--- config.mk ---
export PLATFORM = sky130hd
export DESIGN_NAME = composite_level_gen
export DESIGN_NICKNAME = d
export VERILOG_FILES = /design/src/rtl/composite_level_gen_pkg.sv /design/src/rtl/subcarrier_lut.sv /design/src/rtl/composite_level_gen.sv
export SDC_FILE = /design/constraint.sdc
export NUM_CORES = 1
export LEC_CHECK = 0
export BUFFER_PORTS_ARGS = -buffer_cell sky130_fd_sc_hd__buf_2
export CAP_MARGIN = 40
export CORE_ASPECT_RATIO = 1.2
export CORE_MARGIN = 2
export CORE_UTILIZATION = 45
export DETAILED_ROUTE_END_ITERATION = 16
export HOLD_SLACK_MARGIN = 0.06
export SYNTH_ARGS = -nofsm -noshare
export SYNTH_HDL_FRONTEND = slang
export SYNTH_HIERARCHICAL = 1
export SYNTH_SLANG_ARGS = --single-unit
--- constraint.sdc ---
create_clock -name clk -period 10.4 [get_ports clk]
set_clock_uncertainty 0.1 [all_clocks]
set_input_delay 1.56 -clock clk [delete_from_list [all_inputs] [get_ports clk]]
set_output_delay 1.56 -clock clk [all_outputs]
set_load 0.02 [all_outputs]
--- src/rtl/composite_level_gen_pkg.sv ---
`default_nettype none
// ============================================================================
//  Module   : composite_level_gen_pkg
//  Purpose  : Shared composite-video level codes, line-phase codes and the
//             active-pixel FSM encoding, used by the level generator and
//             the line timer.
//  Revision : 1.0  initial release
// ============================================================================
package composite_level_gen_pkg;

  // DAC codes for the fixed composite levels
  localparam logic [7:0] LVL_SYNC  = 8'd0;
  localparam logic [7:0] LVL_BLANK = 8'd72;
  localparam logic [7:0] LVL_BLACK = 8'd84;
  localparam logic [7:0] LUMA_STEP = 8'd10;

  // Line-phase codes driven by the line timer (4..7 are unused)
  localparam logic [2:0] ST_HSYNC  = 3'd0;
  localparam logic [2:0] ST_PORCH  = 3'd1;
  localparam logic [2:0] ST_BURST  = 3'd2;
  localparam logic [2:0] ST_ACTIVE = 3'd3;

  // Active-pixel sequencer encoding
  localparam logic [1:0] FSM_IDLE  = 2'd0;
  localparam logic [1:0] FSM_FETCH = 2'd1;
  localparam logic [1:0] FSM_DONE  = 2'd2;

  // Burst is sent 180 degrees from the reference phase (half the table)
  localparam logic [4:0] BURST_OFFSET = 5'd16;

  // Luma nibble to DAC code: black plus ten codes per step (84..234)
  function automatic logic [7:0] luma_level(input logic [3:0] luma);
    return LVL_BLACK + 8'(luma) * LUMA_STEP;
  endfunction

endpackage
`default_nettype wire

--- src/rtl/subcarrier_lut.sv ---
`default_nettype none
// ============================================================================
//  Module   : subcarrier_lut
//  Purpose  : 32-entry signed sine table, round(20*sin(2*pi*addr/32)).
//             Purely combinational.
//  Revision : 1.0  initial release
// ============================================================================
module subcarrier_lut (
  input  logic [4:0]        addr,
  output logic signed [7:0] data
);

  // Table lookup; second half is the negated first half
  always_comb begin
    data = 8'sd0;
    case (addr)
      5'd0:  data = 8'sd0;
      5'd1:  data = 8'sd4;
      5'd2:  data = 8'sd8;
      5'd3:  data = 8'sd11;
      5'd4:  data = 8'sd14;
      5'd5:  data = 8'sd17;
      5'd6:  data = 8'sd18;
      5'd7:  data = 8'sd20;
      5'd8:  data = 8'sd20;
      5'd9:  data = 8'sd20;
      5'd10: data = 8'sd18;
      5'd11: data = 8'sd17;
      5'd12: data = 8'sd14;
      5'd13: data = 8'sd11;
      5'd14: data = 8'sd8;
      5'd15: data = 8'sd4;
      5'd16: data = 8'sd0;
      5'd17: data = -8'sd4;
      5'd18: data = -8'sd8;
      5'd19: data = -8'sd11;
      5'd20: data = -8'sd14;
      5'd21: data = -8'sd17;
      5'd22: data = -8'sd18;
      5'd23: data = -8'sd20;
      5'd24: data = -8'sd20;
      5'd25: data = -8'sd20;
      5'd26: data = -8'sd18;
      5'd27: data = -8'sd17;
      5'd28: data = -8'sd14;
      5'd29: data = -8'sd11;
      5'd30: data = -8'sd8;
      5'd31: data = -8'sd4;
      default: data = 8'sd0;
    endcase
  end

endmodule
`default_nettype wire

--- src/rtl/composite_level_gen.sv ---
`default_nettype none
// ============================================================================
//  Module   : composite_level_gen
//  Purpose  : Composite video level generator. Maps the line phase to sync,
//             blank, burst or active-video levels, fetches NUM_PIX pixels per
//             line at one pixel per PIX_DIV clocks and adds a chroma
//             subcarrier from a free-running NCO. Two-stage output pipeline.
//  Revision : 1.0  initial release
// ============================================================================
module composite_level_gen
  import composite_level_gen_pkg::*;
#(
  parameter logic [31:0] PHASE_INC = 32'd307480573,
  parameter int          PIX_DIV   = 10,
  parameter int          NUM_PIX   = 256
) (
  input  logic       clk,
  input  logic       reset,
  input  logic [2:0] state,
  output logic       pix_ready,
  output logic [7:0] pix_x,
  input  logic       pix_valid,
  input  logic [7:0] pix_data,
  output logic [7:0] dac,
  output logic       underrun
);

  localparam int DIV_W = $clog2(PIX_DIV + 1);
  localparam int CNT_W = 9;  // must reach NUM_PIX (up to 256)
  localparam logic [DIV_W-1:0] DIV_LAST = DIV_W'(PIX_DIV - 1);
  localparam logic [CNT_W-1:0] CNT_END  = CNT_W'(NUM_PIX);

  logic [31:0]       r_acc;
  logic [1:0]        r_fsm;
  logic [CNT_W-1:0]  r_cnt;
  logic [DIV_W-1:0]  r_div;
  logic [7:0]        r_pix;
  logic              r_underrun;
  logic [7:0]        r_base;
  logic signed [7:0] r_chroma;
  logic [7:0]        r_dac;

  logic              w_pix_ready;
  logic [7:0]        w_cur_pix;
  logic [4:0]        w_lut_addr;
  logic signed [7:0] w_lut_data;
  logic [7:0]        w_base;
  logic signed [7:0] w_chroma;
  logic signed [8:0] w_sum;
  logic [7:0]        w_dac;

  // Request only while actively fetching; gated by the live phase so a line
  // that is abandoned this cycle does not issue a stray request.
  assign w_pix_ready = (state == ST_ACTIVE) && (r_fsm == FSM_FETCH) &&
                       (r_div == '0) && (r_cnt < CNT_END);

  // On a request cycle the fresh pixel is used directly so pix_data reaches
  // the DAC with the same two-clock latency as the phase code.
  assign w_cur_pix  = w_pix_ready ? (pix_valid ? pix_data : 8'h00) : r_pix;
  assign w_lut_addr = r_acc[31:27] +
                      ((state == ST_BURST) ? BURST_OFFSET : {w_cur_pix[3:1], 2'b00});

  assign pix_ready = w_pix_ready;
  assign pix_x     = r_cnt[7:0];
  assign underrun  = r_underrun;
  assign dac       = r_dac;

  subcarrier_lut u_lut (
    .addr (w_lut_addr),
    .data (w_lut_data)
  );

  // Free-running subcarrier phase accumulator
  always_ff @(posedge clk) begin
    if (reset) r_acc <= '0;
    else       r_acc <= r_acc + PHASE_INC;
  end

  // Pixel sequencer: entry, per-pixel divider, fetch and underrun capture
  always_ff @(posedge clk) begin
    if (reset) begin
      r_fsm      <= FSM_IDLE;
      r_cnt      <= '0;
      r_div      <= '0;
      r_pix      <= 8'h00;
      r_underrun <= 1'b0;
    end else if (state != ST_ACTIVE) begin
      r_fsm <= FSM_IDLE;
    end else begin
      case (r_fsm)
        FSM_IDLE: begin
          r_fsm <= FSM_FETCH;
          r_cnt <= '0;
          r_div <= '0;
        end
        FSM_FETCH: begin
          if (w_pix_ready) begin
            r_cnt <= r_cnt + CNT_W'(1);
            r_pix <= w_cur_pix;
            if (!pix_valid) r_underrun <= 1'b1;
          end
          r_div <= (r_div == DIV_LAST) ? '0 : r_div + DIV_W'(1);
          // Leave only once the last pixel has had its full display period
          if ((r_div == DIV_LAST) && (r_cnt == CNT_END)) r_fsm <= FSM_DONE;
        end
        FSM_DONE:  r_fsm <= FSM_DONE;
        default:   r_fsm <= FSM_IDLE;
      endcase
    end
  end

  // Stage-1 level selection: base level and signed subcarrier term
  always_comb begin
    w_base   = LVL_BLANK;
    w_chroma = 8'sd0;
    case (state)
      ST_HSYNC: w_base = LVL_SYNC;
      ST_PORCH: w_base = LVL_BLANK;
      ST_BURST: w_chroma = w_lut_data;
      ST_ACTIVE: begin
        if (r_fsm == FSM_FETCH) begin
          w_base = luma_level(w_cur_pix[7:4]);
          if (w_cur_pix[0]) w_chroma = w_lut_data;
        end else begin
          w_base = LVL_BLACK;
        end
      end
      default: w_base = LVL_BLANK;
    endcase
  end

  // Stage-1 pipeline register
  always_ff @(posedge clk) begin
    if (reset) begin
      r_base   <= LVL_BLANK;
      r_chroma <= 8'sd0;
    end else begin
      r_base   <= w_base;
      r_chroma <= w_chroma;
    end
  end

  // Level sum in 9-bit signed, negatives clamped to zero
  assign w_sum = $signed({1'b0, r_base}) + $signed({r_chroma[7], r_chroma});
  assign w_dac = w_sum[8] ? 8'd0 : w_sum[7:0];

  // Stage-2 output register
  always_ff @(posedge clk) begin
    if (reset) r_dac <= LVL_BLANK;
    else       r_dac <= w_dac;
  end

endmodule
`default_nettype wire

==> results.txt, run 1 <==
----------------------------------------------------
[Critical path]
  Worst reg2reg path depth ... 15
  Delay of the slowest cell on the worst path ... 0.56 ns
  CP arrival ... 4.93 ns
  Library cell contributing the largest single delay on the critical path ... sky130_fd_sc_hd__fa_1
  Crit path buffers/inverters ... 3
  Kind of launch point of the worst setup path ... input pin
  Largest fanout on the critical path ... 9
  CP Depth ... 14
  Capturing element type of the critical path ... flip-flop
  Cell class contributing the biggest share of worst-path delay ... simple AND/OR/NAND/NOR gates
  Cell chain of the critical path ... buf_2, and4b_1, nand2_2, inv_2, mux2_2, xnor2_1, ha_1, inv_1, fa_1, nand4b_1, nor3_1, or4_1, xor2_1, a221oi_2
  Required time reported for the critical path endpoint ... 10.54 ns
  Worst setup path class ... input pin to flip-flop

[Detailed routing]
  Remaining antenna violation count after routing ... 0
  Drt via density ... 5.24
  DRT Wirelength ... 8.57 mm
  DR pass1 iterations ... 4
  Vias post-DR ... 3487
  Avg WL per Cell ... 12.9 um
  Drt first-iter violations ... 84
  # DRC ... 0

[Logic synthesis]
  Area leader, netlist ... sky130_fd_sc_hd__dfxtp_1
  Largest cells by area after synthesis ... sky130_fd_sc_hd__dfxtp_1 36%, sky130_fd_sc_hd__ha_1 7.9%, sky130_fd_sc_hd__nor2_1 5.7%, sky130_fd_sc_hd__xnor2_1 3.9%, sky130_fd_sc_hd__a21oi_1 3.7%
  Share of flip-flops with an asynchronous set or reset ... 0%
  Number of instances in the synthesized netlist ... 518
  FF+latch count, synth ... 79
  Number of enable flip-flop cells after synthesis ... 0
  Sequential-to-total area share from yosys stat ... 35.6%
  Area of the mapped netlist ... 4440 um^2
  Synth Flop Type ... sky130_fd_sc_hd__dfxtp_1
  Mean cell area of the mapped netlist ... 8.57 um^2
  Cell with the most instances after synthesis ... sky130_fd_sc_hd__dfxtp_1
  YS warnings ... 6
  Unique masters post-synth ... 70
  Area share of the largest cell type after synthesis ... 35.6%
  Post-Synthesis Net Count ... 563
  Most common library cells after synthesis ... 79 x sky130_fd_sc_hd__dfxtp_1, 67 x sky130_fd_sc_hd__nor2_1, 33 x sky130_fd_sc_hd__a21oi_1, 30 x sky130_fd_sc_hd__inv_1, 30 x sky130_fd_sc_hd__nand2_1

[Clock tree]
  Level count of the clock H-tree ... 3
  Skew-Pair Late Insertion Delay ... 0.33 ns
  Clock slew at reported path FFs ... 0.06 ns
  # hold bufs at CTS ... 0
  Buffer depth of the longest clock path ... 2
  Clock tree from TritonCTS ... yes
  CTS buffer count ... 9
  Buffer type at the clock tree root ... sky130_fd_sc_hd__clkbuf_16
  # clock sinks ... 79
  Setup Fix Bufs, Post-CTS ... 0
  Post-cts sizing count ... 0

[STA]
  Setup repair after global routing missed its margin ... no
  Setup_tns ... 0 ns
  Number of setup violations in the final report ... 0
  Final max-slew violation count ... 0
  Worst rel slew slack ... 53.4%
  Achievable frequency ... 0.209 GHz
  Final hold violation count ... 0
  Final Critical Period ... 4.79 ns
  Tcrit/Tclk final ... 46.1%
  Slew of the pin with the lowest slew margin ... 0.694 ns

[Floorplan]
  Floorplan Core Area ... 9560 um^2
  Initial standard-cell utilization of the core ... 46.4%
  Chip Width ... 94.7 um
  Ports ... 32
  Die boundary height ... 113 um
  Row Count ... 39
  Full die area ... 10700 um^2

[Power]
  Switching pwr ... 232 uW
  Share of total power in sequential cells ... 44.3%
  Static power due to leakage ... 2.04 nW
  Design internal power ... 600 uW
  Combinational cell fraction of total power ... 16.9%
  Switching Share ... 27.8%
  Post-route total power ... 832 uW
  Maximum ir drop on the vdd rail ... 0.119 mV
  Clock network fraction of design power ... 38.8%
  Total power divided by cell area ... 169 nW/um^2

[Global routing]
  Global routing usage summed across all routing layers ... 17.0%
  Pin count of the biggest net entering global routing ... 59
  Via count of the first global-routing pass ... 3264
  Total overflow reported by the global router ... 0
  Initial antenna violation count ... 0
  Global-route wire length before repair ... 14.6 mm

[Final layout]
  Proportion of layout cells with a drive suffix above 1 ... 13.3%
  Count of nets after finishing ... 582
  Layout-stage area growth over the synthesis result ... 11.2%
  Diodes inserted ... 0

[Job]
  Number of violations of the max-capacitance limit ... 0

[Hold path]
  Min-Delay Path Class ... flip-flop to flip-flop
  Cell depth of the worst min-delay path ... 1

[Outcome]
  Outcome ... complete, no violations

[Place]
  Estimated wirelength of the detail-placed design ... 6.33 mm
  GPL Wtd Cong ... 0.871
  I/O Buffers ... 31

----------------------------------------------------
==> path summary, 6_finish.rpt <==
path          startpoint         to  slack [ns]
min reg2reg  r_chroma[0]     dac[0]        0.33
max             state[2]  r_base[7]        5.61
min          r_chroma[0]     dac[0]        0.33
max reg2reg     r_fsm[1]  r_base[7]        6.10
==> cell families after synthesis <==
group                      synth area share (%)
AOI/OAI and AO/OA                          14.5
xor gates and xnor gates                   6.91
adders and majority gates                  9.25
buffers and inverters                      5.81
DFF                                        35.6
muxes                                      3.55
and+or+nand+nor                            24.3
==> sequential cells by signal, indices dropped and copies added, names as in the netlist <==
register  cells
r_cnt         9
r_base        7
r_div         4
r_fsm         2
underrun      1
r_chroma      8
r_acc        32
r_pix         8
dac           8
==> worst register-to-register path, cell delays in order (launching register included) <==
cell                       delay, ns
sky130_fd_sc_hd__dfxtp_1        0.31
sky130_fd_sc_hd__inv_1          0.09
sky130_fd_sc_hd__ha_1           0.44
sky130_fd_sc_hd__and4b_1        0.44
sky130_fd_sc_hd__nand2_2        0.19
sky130_fd_sc_hd__inv_2          0.17
sky130_fd_sc_hd__mux2_2         0.40
sky130_fd_sc_hd__xnor2_1        0.16
sky130_fd_sc_hd__ha_1           0.19
sky130_fd_sc_hd__inv_1          0.05
sky130_fd_sc_hd__fa_1           0.56
sky130_fd_sc_hd__nand4b_1       0.14
sky130_fd_sc_hd__nor3_1         0.06
sky130_fd_sc_hd__or4_1          0.52
sky130_fd_sc_hd__xor2_1         0.17
sky130_fd_sc_hd__a221oi_2       0.23
==> layout make-up <==
type                            instances  area (um^2)
Fill cell                             949         4630
Multi-Input combinational cell        383         2600
Sequential cell                        79         1580
Clock buffer                           11          253
Timing Repair Buffer                   33          168
Tap cell                              123          154
Inverter                               31          116
Clock inverter                          5         65.1
==> power by group through the flow <==
stage                     logic, mW  clock network (mW)  registers (mW)
final                         0.140               0.323           0.368
after global routing          0.160               0.346           0.374
after CTS                     0.142               0.332           0.368
after detailed placement      0.141                   0           0.375
after global placement        0.137                   0           0.373
after floorplan               0.120                   0           0.368
==> per-stage QoR <==
stage                     area [um^2]  std cells  setup slack (ns)  utilization [%]  hold slack, ns
after CTS                        4940        665              5.61             51.6           0.335
after floorplan                  4440        518              5.69                -           0.306
final                            4940        665              5.61             51.6           0.331
after detailed placement         4620        649              5.27             48.3           0.322
after global placement           4610        648              5.40             48.2           0.311
after global routing             4940        665              5.34             51.6           0.365
==> placed cells by master, fill, tap and decap left out, types with 4 or more instances in the layout <==
cell	n
sky130_fd_sc_hd__dfxtp_1	79
sky130_fd_sc_hd__nor2_1	67
sky130_fd_sc_hd__a21oi_1	33
sky130_fd_sc_hd__buf_2	32
sky130_fd_sc_hd__nand2_1	30
sky130_fd_sc_hd__inv_1	30
sky130_fd_sc_hd__ha_1	28
sky130_fd_sc_hd__o21ai_0	24
sky130_fd_sc_hd__xnor2_1	20
sky130_fd_sc_hd__nand3_1	16
sky130_fd_sc_hd__xor2_1	15
sky130_fd_sc_hd__and2_1	14
sky130_fd_sc_hd__nor3_1	11
sky130_fd_sc_hd__nor2b_1	10
sky130_fd_sc_hd__clkbuf_16	9
sky130_fd_sc_hd__nor4_1	8
sky130_fd_sc_hd__mux2_2	7
sky130_fd_sc_hd__and3_1	7
sky130_fd_sc_hd__a31oi_1	7
sky130_fd_sc_hd__or3_1	6
sky130_fd_sc_hd__nand3b_1	5
sky130_fd_sc_hd__nand2b_1	5
sky130_fd_sc_hd__a211oi_1	5
sky130_fd_sc_hd__nand4_1	4
sky130_fd_sc_hd__a21boi_0	4
==> routing by layer <==
layer,track usage [%],vias up,routed length (um)
li1,-,1827,-
met1,19.8,1609,3840
met2,29.4,37,4200
met3,4.33,14,319
met4,6.76,0,201
met5,0,-,0
Power figures use the tool's default switching activity.
==> run 2: changes to the inputs <==
- clock period: 10.4 -> 4.3 ns (I/O delays scaled with it)
==> results.txt, run 2 (synthesized netlist as in run 1, its figures left out) <==
----------------------------------------------------
[Floorplan]
  Row Count ... 39
  Initial standard-cell utilization of the core ... 46.4%
  Chip Width ... 94.7 um
  Floorplan Core Area ... 9560 um^2
  Die boundary height ... 113 um
  Full die area ... 10700 um^2
  Ports ... 32

[Final layout]
  Count of nets after finishing ... 586
  Commonest non-fill, non-tap cells in the layout ... 79 x sky130_fd_sc_hd__dfxtp_1, 67 x sky130_fd_sc_hd__nor2_1, 33 x sky130_fd_sc_hd__a21oi_1, 32 x sky130_fd_sc_hd__buf_2
  Diodes inserted ... 0
  Largest registers ... r_acc x32, r_cnt x9
  Layout-stage area growth over the synthesis result ... 11.7%
  Non-Filler Instances ... 669
  FF/Latch Area ... 1580 um^2
  Multi-input logic area ... 2600 um^2
  Register bank with the most flops ... r_acc
  Proportion of layout cells with a drive suffix above 1 ... 13.7%
  Leading cell type in the layout, fill and taps excluded ... sky130_fd_sc_hd__dfxtp_1
  Largest register FFs ... 32
  Filler Cell Count ... 952
  Cell area after layout ... 4960 um^2

[Critical path]
  Largest fanout on the critical path ... 9
  Critical register-to-register path startpoint ... r_div[0]
  Worst reg2reg endpoint ... r_base[7]
  Capturing element type of the critical path ... flip-flop
  Kind of launch point of the worst setup path ... flip-flop
  Delay of the slowest cell on the worst path ... 0.56 ns
  Library cell contributing the largest single delay on the critical path ... sky130_fd_sc_hd__fa_1
  Cell chain of the critical path ... inv_1, ha_1, nor4b_4, nand2_2, inv_2, mux2_2, xnor2_1, ha_1, inv_1, fa_1, nand4b_1, nor3_1, or4_1, xor2_1, a221oi_2
  Required time reported for the critical path endpoint ... 4.45 ns
  Worst setup path class ... flip-flop to flip-flop
  Reg-to-reg setup timing slack ... 0.42 ns
  CP arrival ... 4.03 ns
  Worst reg2reg path depth ... 15

[Power]
  Total power divided by cell area ... 408 nW/um^2
  Static power due to leakage ... 2.05 nW
  Maximum ir drop on the vdd rail ... 0.329 mV
  Post-route total power ... 2.02 mW

[Clock tree]
  Post-cts sizing count ... 0
  Level count of the clock H-tree ... 3
  # hold bufs at CTS ... 0
  Setup Fix Bufs, Post-CTS ... 0
  CTS buffer count ... 9
  Skew-Pair Late Insertion Delay ... 0.34 ns
  Clock tree from TritonCTS ... yes
  # clock sinks ... 79
  Buffer type at the clock tree root ... sky130_fd_sc_hd__clkbuf_16
  Clock slew at reported path FFs ... 0.06 ns
  Buffer depth of the longest clock path ... 2

[Global routing]
  Total overflow reported by the global router ... 0
  Global routing usage summed across all routing layers ... 18.5%
  Pin count of the biggest net entering global routing ... 52
  Global-route wire length before repair ... 15.7 mm
  Via count of the first global-routing pass ... 3478
  Initial antenna violation count ... 0

[STA]
  Final max-slew violation count ... 0
  Achievable frequency ... 0.257 GHz
  Setup_tns ... 0 ns
  Worst hold slack after final layout ... 0.328 ns
  Slew of the pin with the lowest slew margin ... 0.655 ns
  Worst rel slew slack ... 56.2%
  Tcrit/Tclk final ... 90.3%
  Setup repair after global routing missed its margin ... no
  Final Critical Period ... 3.88 ns
  Number of setup violations in the final report ... 0
  Final hold violation count ... 0

[Detailed routing]
  Remaining antenna violation count after routing ... 0
  DRT Wirelength ... 9.08 mm
  Avg WL per Cell ... 13.6 um
  DR pass1 iterations ... 4
  Drt first-iter violations ... 155
  Drt via density ... 5.30
  Vias post-DR ... 3549
  # DRC ... 0

[Outcome]
  Outcome ... complete, no violations

[Place]
  I/O Buffers ... 31
  Estimated wirelength of the detail-placed design ... 6.62 mm
  GPL Wtd Cong ... 0.869
  Dpl cell area ... 4650 um^2
  Placed cell count ... 653

[Hold path]
  Cell depth of the worst min-delay path ... 1
  Min-Delay Path Class ... flip-flop to flip-flop
  Hold path endpoint ... dac[0]
  Hold path startpoint ... r_chroma[0]

[Job]
  Number of violations of the max-capacitance limit ... 0

----------------------------------------------------
run 2: worst max-delay path, delay by kind of cell (launching register included):
| kind | cells | cell delay [ns] |
|---|---|---|
| and+or+nand+nor | 5 | 1.17 |
| xor gates and xnor gates | 2 | 0.33 |
| buffers and inverters | 3 | 0.27 |
| adders and majority gates | 3 | 0.93 |
| muxes | 1 | 0.40 |
| DFF | 1 | 0.35 |
| AOI/OAI and AO/OA | 1 | 0.23 |
run 2: metrics by stage:
stage	utilization, %	setup slack [ns]
global route	51.8	0.203
finish	51.8	0.415
CTS	51.8	0.425
floorplan	-	0.500
global placement	48.5	0.409
detailed placement	48.6	0.249
run 2: cell type report:
type,instances,share of cell area (%)
clock buffers,13,5.45
well taps,123,3.10
flip-flops and latches,79,31.9
clock inverters,3,0.807
repair buffers,37,3.99
inverters,31,2.35
multi-input cells,383,52.4
run 2: worst max-delay path by stage:
stage / from / end / slack [ns] / cells after the start
after detailed placement: state[2] / r_base[7] / 0.25 / 14
after global placement: state[2] / r_base[7] / 0.41 / 14
final: r_div[0] / r_base[7] / 0.42 / 15
after CTS: r_div[0] / r_base[7] / 0.42 / 15
after global routing: r_div[0] / r_base[7] / 0.20 / 15
after floorplan: state[2] / r_base[7] / 0.50 / 14
run 2: layer usage:
metal	track usage (%)	wire [um]	vias to the layer above
met3	4.99	430	19
met2	31.6	4510	54
met4	8.50	259	0
met5	0	0	-
li1	-	-	1825
met1	21.1	3880	1651
run 2: where the power goes:
part,internal (mW),switching [mW]
clock network,0.495,0.290
registers,0.806,0.0865
logic,0.163,0.181
total,1.46,0.557
==> run 3: changes to the inputs <==
- PLACE_DENSITY: unset -> 0.65
- SETUP_SLACK_MARGIN: unset -> 0.5
- SYNTH_HIERARCHICAL: 1 -> unset
==> results.txt, run 3 <==
----------------------------------------------------
[Outcome]
  Outcome ... complete, no violations

[Clock tree]
  Clock slew at reported path FFs ... 0.09 ns
  # hold bufs at CTS ... 0
  Skew-Pair Late Insertion Delay ... 0.35 ns
  # clock sinks ... 77
  Level count of the clock H-tree ... 3
  Buffer type at the clock tree root ... sky130_fd_sc_hd__clkbuf_8
  CTS buffer count ... 9
  Clock tree from TritonCTS ... yes
  Buffer depth of the longest clock path ... 2

[Logic synthesis]
  Unique masters post-synth ... 56
  FF+latch count, synth ... 77
  Area share of the largest cell type after synthesis ... 37.5%
  Sequential-to-total area share from yosys stat ... 37.5%
  Number of enable flip-flop cells after synthesis ... 0
  Synth Flop Type ... sky130_fd_sc_hd__dfxtp_1
  Share of flip-flops with an asynchronous set or reset ... 0%
  Area leader, netlist ... sky130_fd_sc_hd__dfxtp_1
  Mean cell area of the mapped netlist ... 8.44 um^2
  Most common library cells after synthesis ... 81 x sky130_fd_sc_hd__nor2_1, 77 x sky130_fd_sc_hd__dfxtp_1, 37 x sky130_fd_sc_hd__nand2_1, 34 x sky130_fd_sc_hd__a21oi_1, 27 x sky130_fd_sc_hd__ha_1
  Largest cells by area after synthesis ... sky130_fd_sc_hd__dfxtp_1 37%, sky130_fd_sc_hd__ha_1 8.2%, sky130_fd_sc_hd__nor2_1 7.4%, sky130_fd_sc_hd__xor2_1 4.5%, sky130_fd_sc_hd__xnor2_1 4.3%
  YS warnings ... 0
  Cell with the most instances after synthesis ... sky130_fd_sc_hd__nor2_1
  Number of instances in the synthesized netlist ... 487
  Post-Synthesis Net Count ... 531
  Area of the mapped netlist ... 4110 um^2

[Global routing]
  Total overflow reported by the global router ... 0
  Initial antenna violation count ... 0
  Global routing usage summed across all routing layers ... 17.2%
  Via count of the first global-routing pass ... 3208
  Global-route wire length before repair ... 14.0 mm
  Pin count of the biggest net entering global routing ... 50

[Place]
  I/O Buffers ... 31
  Estimated wirelength of the detail-placed design ... 5.96 mm
  Dpl cell area ... 4310 um^2
  GPL Wtd Cong ... 0.815

[Detailed routing]
  Vias post-DR ... 3324
  Drt via density ... 5.19
  DRT Wirelength ... 8.18 mm
  Drt first-iter violations ... 145
  # DRC ... 0
  Remaining antenna violation count after routing ... 0
  Avg WL per Cell ... 12.8 um
  DR pass1 iterations ... 4

[STA]
  Achievable frequency ... 0.286 GHz
  Tcrit/Tclk final ... 81.3%
  Setup_tns ... 0 ns
  Final hold violation count ... 0
  Final max-slew violation count ... 0
  Final Critical Period ... 3.50 ns
  Setup repair after global routing missed its margin ... no
  Slew of the pin with the lowest slew margin ... 0.592 ns
  Number of setup violations in the final report ... 0
  Worst rel slew slack ... 60.2%

[Critical path]
  CP arrival ... 3.63 ns
  Critical register-to-register path startpoint ... r_div[0]
  Worst setup path class ... flip-flop to flip-flop
  Library cell contributing the largest single delay on the critical path ... sky130_fd_sc_hd__fa_1
  Largest fanout on the critical path ... 8
  Kind of launch point of the worst setup path ... flip-flop
  Launching element of the worst setup path ... r_div[0]
  Cell chain of the critical path ... inv_1, ha_1, nor4b_4, nand3_4, inv_4, mux2_2, inv_2, xnor2_1, ha_1, fa_1, o21ai_0, xor2_1, xnor2_1, nor3b_1, o21ai_0
  Capturing element type of the critical path ... flip-flop
  Delay of the slowest cell on the worst path ... 0.55 ns
  Crit path buffers/inverters ... 3
  Required time reported for the critical path endpoint ... 4.44 ns
  Cell class contributing the biggest share of worst-path delay ... adder cells

[Final layout]
  Filler Cell Count ... 859
  Layout-stage area growth over the synthesis result ... 11.0%
  FF/Latch Area ... 1540 um^2
  Cell area after layout ... 4570 um^2
  Diodes inserted ... 0
  Register bank with the most flops ... r_acc
  Multi-input logic area ... 2360 um^2
  Leading cell type in the layout, fill and taps excluded ... sky130_fd_sc_hd__nor2_1
  Commonest non-fill, non-tap cells in the layout ... 81 x sky130_fd_sc_hd__nor2_1, 77 x sky130_fd_sc_hd__dfxtp_1, 37 x sky130_fd_sc_hd__nand2_1, 34 x sky130_fd_sc_hd__a21oi_1, 31 x sky130_fd_sc_hd__buf_2
  Proportion of layout cells with a drive suffix above 1 ... 13.1%
  Largest register FFs ... 32
  Largest registers ... r_acc x32, r_cnt x9
  Post-layout util ... 50.8%
  Count of nets after finishing ... 560

[Hold path]
  Min-Delay Path Class ... flip-flop to flip-flop
  Hold path startpoint ... r_chroma[0]

[Floorplan]
  Full die area ... 9920 um^2
  Ports ... 32
  Chip Width ... 91.3 um
  Initial standard-cell utilization of the core ... 45.8%
  Floorplan Core Area ... 8990 um^2
  Die boundary height ... 109 um
  Row Count ... 38

[Power]
  Static power due to leakage ... 1.91 nW
  Maximum ir drop on the vdd rail ... 0.253 mV
  Total power divided by cell area ... 382 nW/um^2

[Job]
  Number of violations of the max-capacitance limit ... 0

----------------------------------------------------
## run 3: cell type report
type                            instances  share of cell area [%]
Clock inverter                          6                    1.40
Sequential cell                        77                    33.8
Multi-Input combinational cell        362                    51.7
Inverter                               26                    2.19
Tap cell                              120                    3.29
Clock buffer                           10                    2.80
Timing Repair Buffer                   40                    4.88
## run 3: kinds of logic after synthesis
kind of cell	share of synthesized area, %
muxes	1.76
buffers and inverters	5.48
AOI/OAI and AO/OA	15.3
adders and majority gates	9.67
DFF	37.5
xor gates and xnor gates	8.73
and+or+nand+nor	21.6
## run 3: stage by stage
step                      instances  setup slack, ns  power [mW]  hold WS [ns]
after floorplan                 487            0.872        1.15         0.294
after global placement          619            0.543        1.21         0.305
after detailed placement        619            0.431        1.23         0.306
after CTS                       635            0.635        1.76         0.318
after global routing            641            0.516        1.85         0.356
final                           641            0.805        1.74         0.317
## run 3: what timing repair did
action	in CTS	in global routing
gates resized for setup	0	5
buffers inserted	0	6
setup endpoints to repair	0	5
## run 3: path summary, 6_finish.rpt
kind                            slack, ns  cells after the start         to
worst max-delay path                 0.80                     15  r_base[6]
worst min-delay path                 0.32                      2     dac[0]
worst max register to register       0.80                     15  r_base[6]
worst min register to register       0.32                      2     dac[0]
## run 3: routing by layer
metal | vias up | share of wire [%] | GRT usage (%)
met1 | 1541 | 47 | 20.2
li1 | 1725 | - | -
met3 | 13 | 3.0 | 3.73
met5 | - | 0 | 0
met4 | 0 | 2.1 | 7.68
met2 | 45 | 48 | 30.3
## run 3: worst min-delay path: stages (launching register included)
cell and delay [ns]:
sky130_fd_sc_hd__dfxtp_1 0.30, sky130_fd_sc_hd__inv_1 0.04, sky130_fd_sc_hd__nor2_1 0.04
## run 3: where the power goes
group / switching [mW] / internal [mW] / total, mW
Combinational: 0.190 / 0.156 / 0.346
Sequential: 0.0817 / 0.785 / 0.867
Clock: 0.264 / 0.267 / 0.531
Total: 0.535 / 1.21 / 1.74
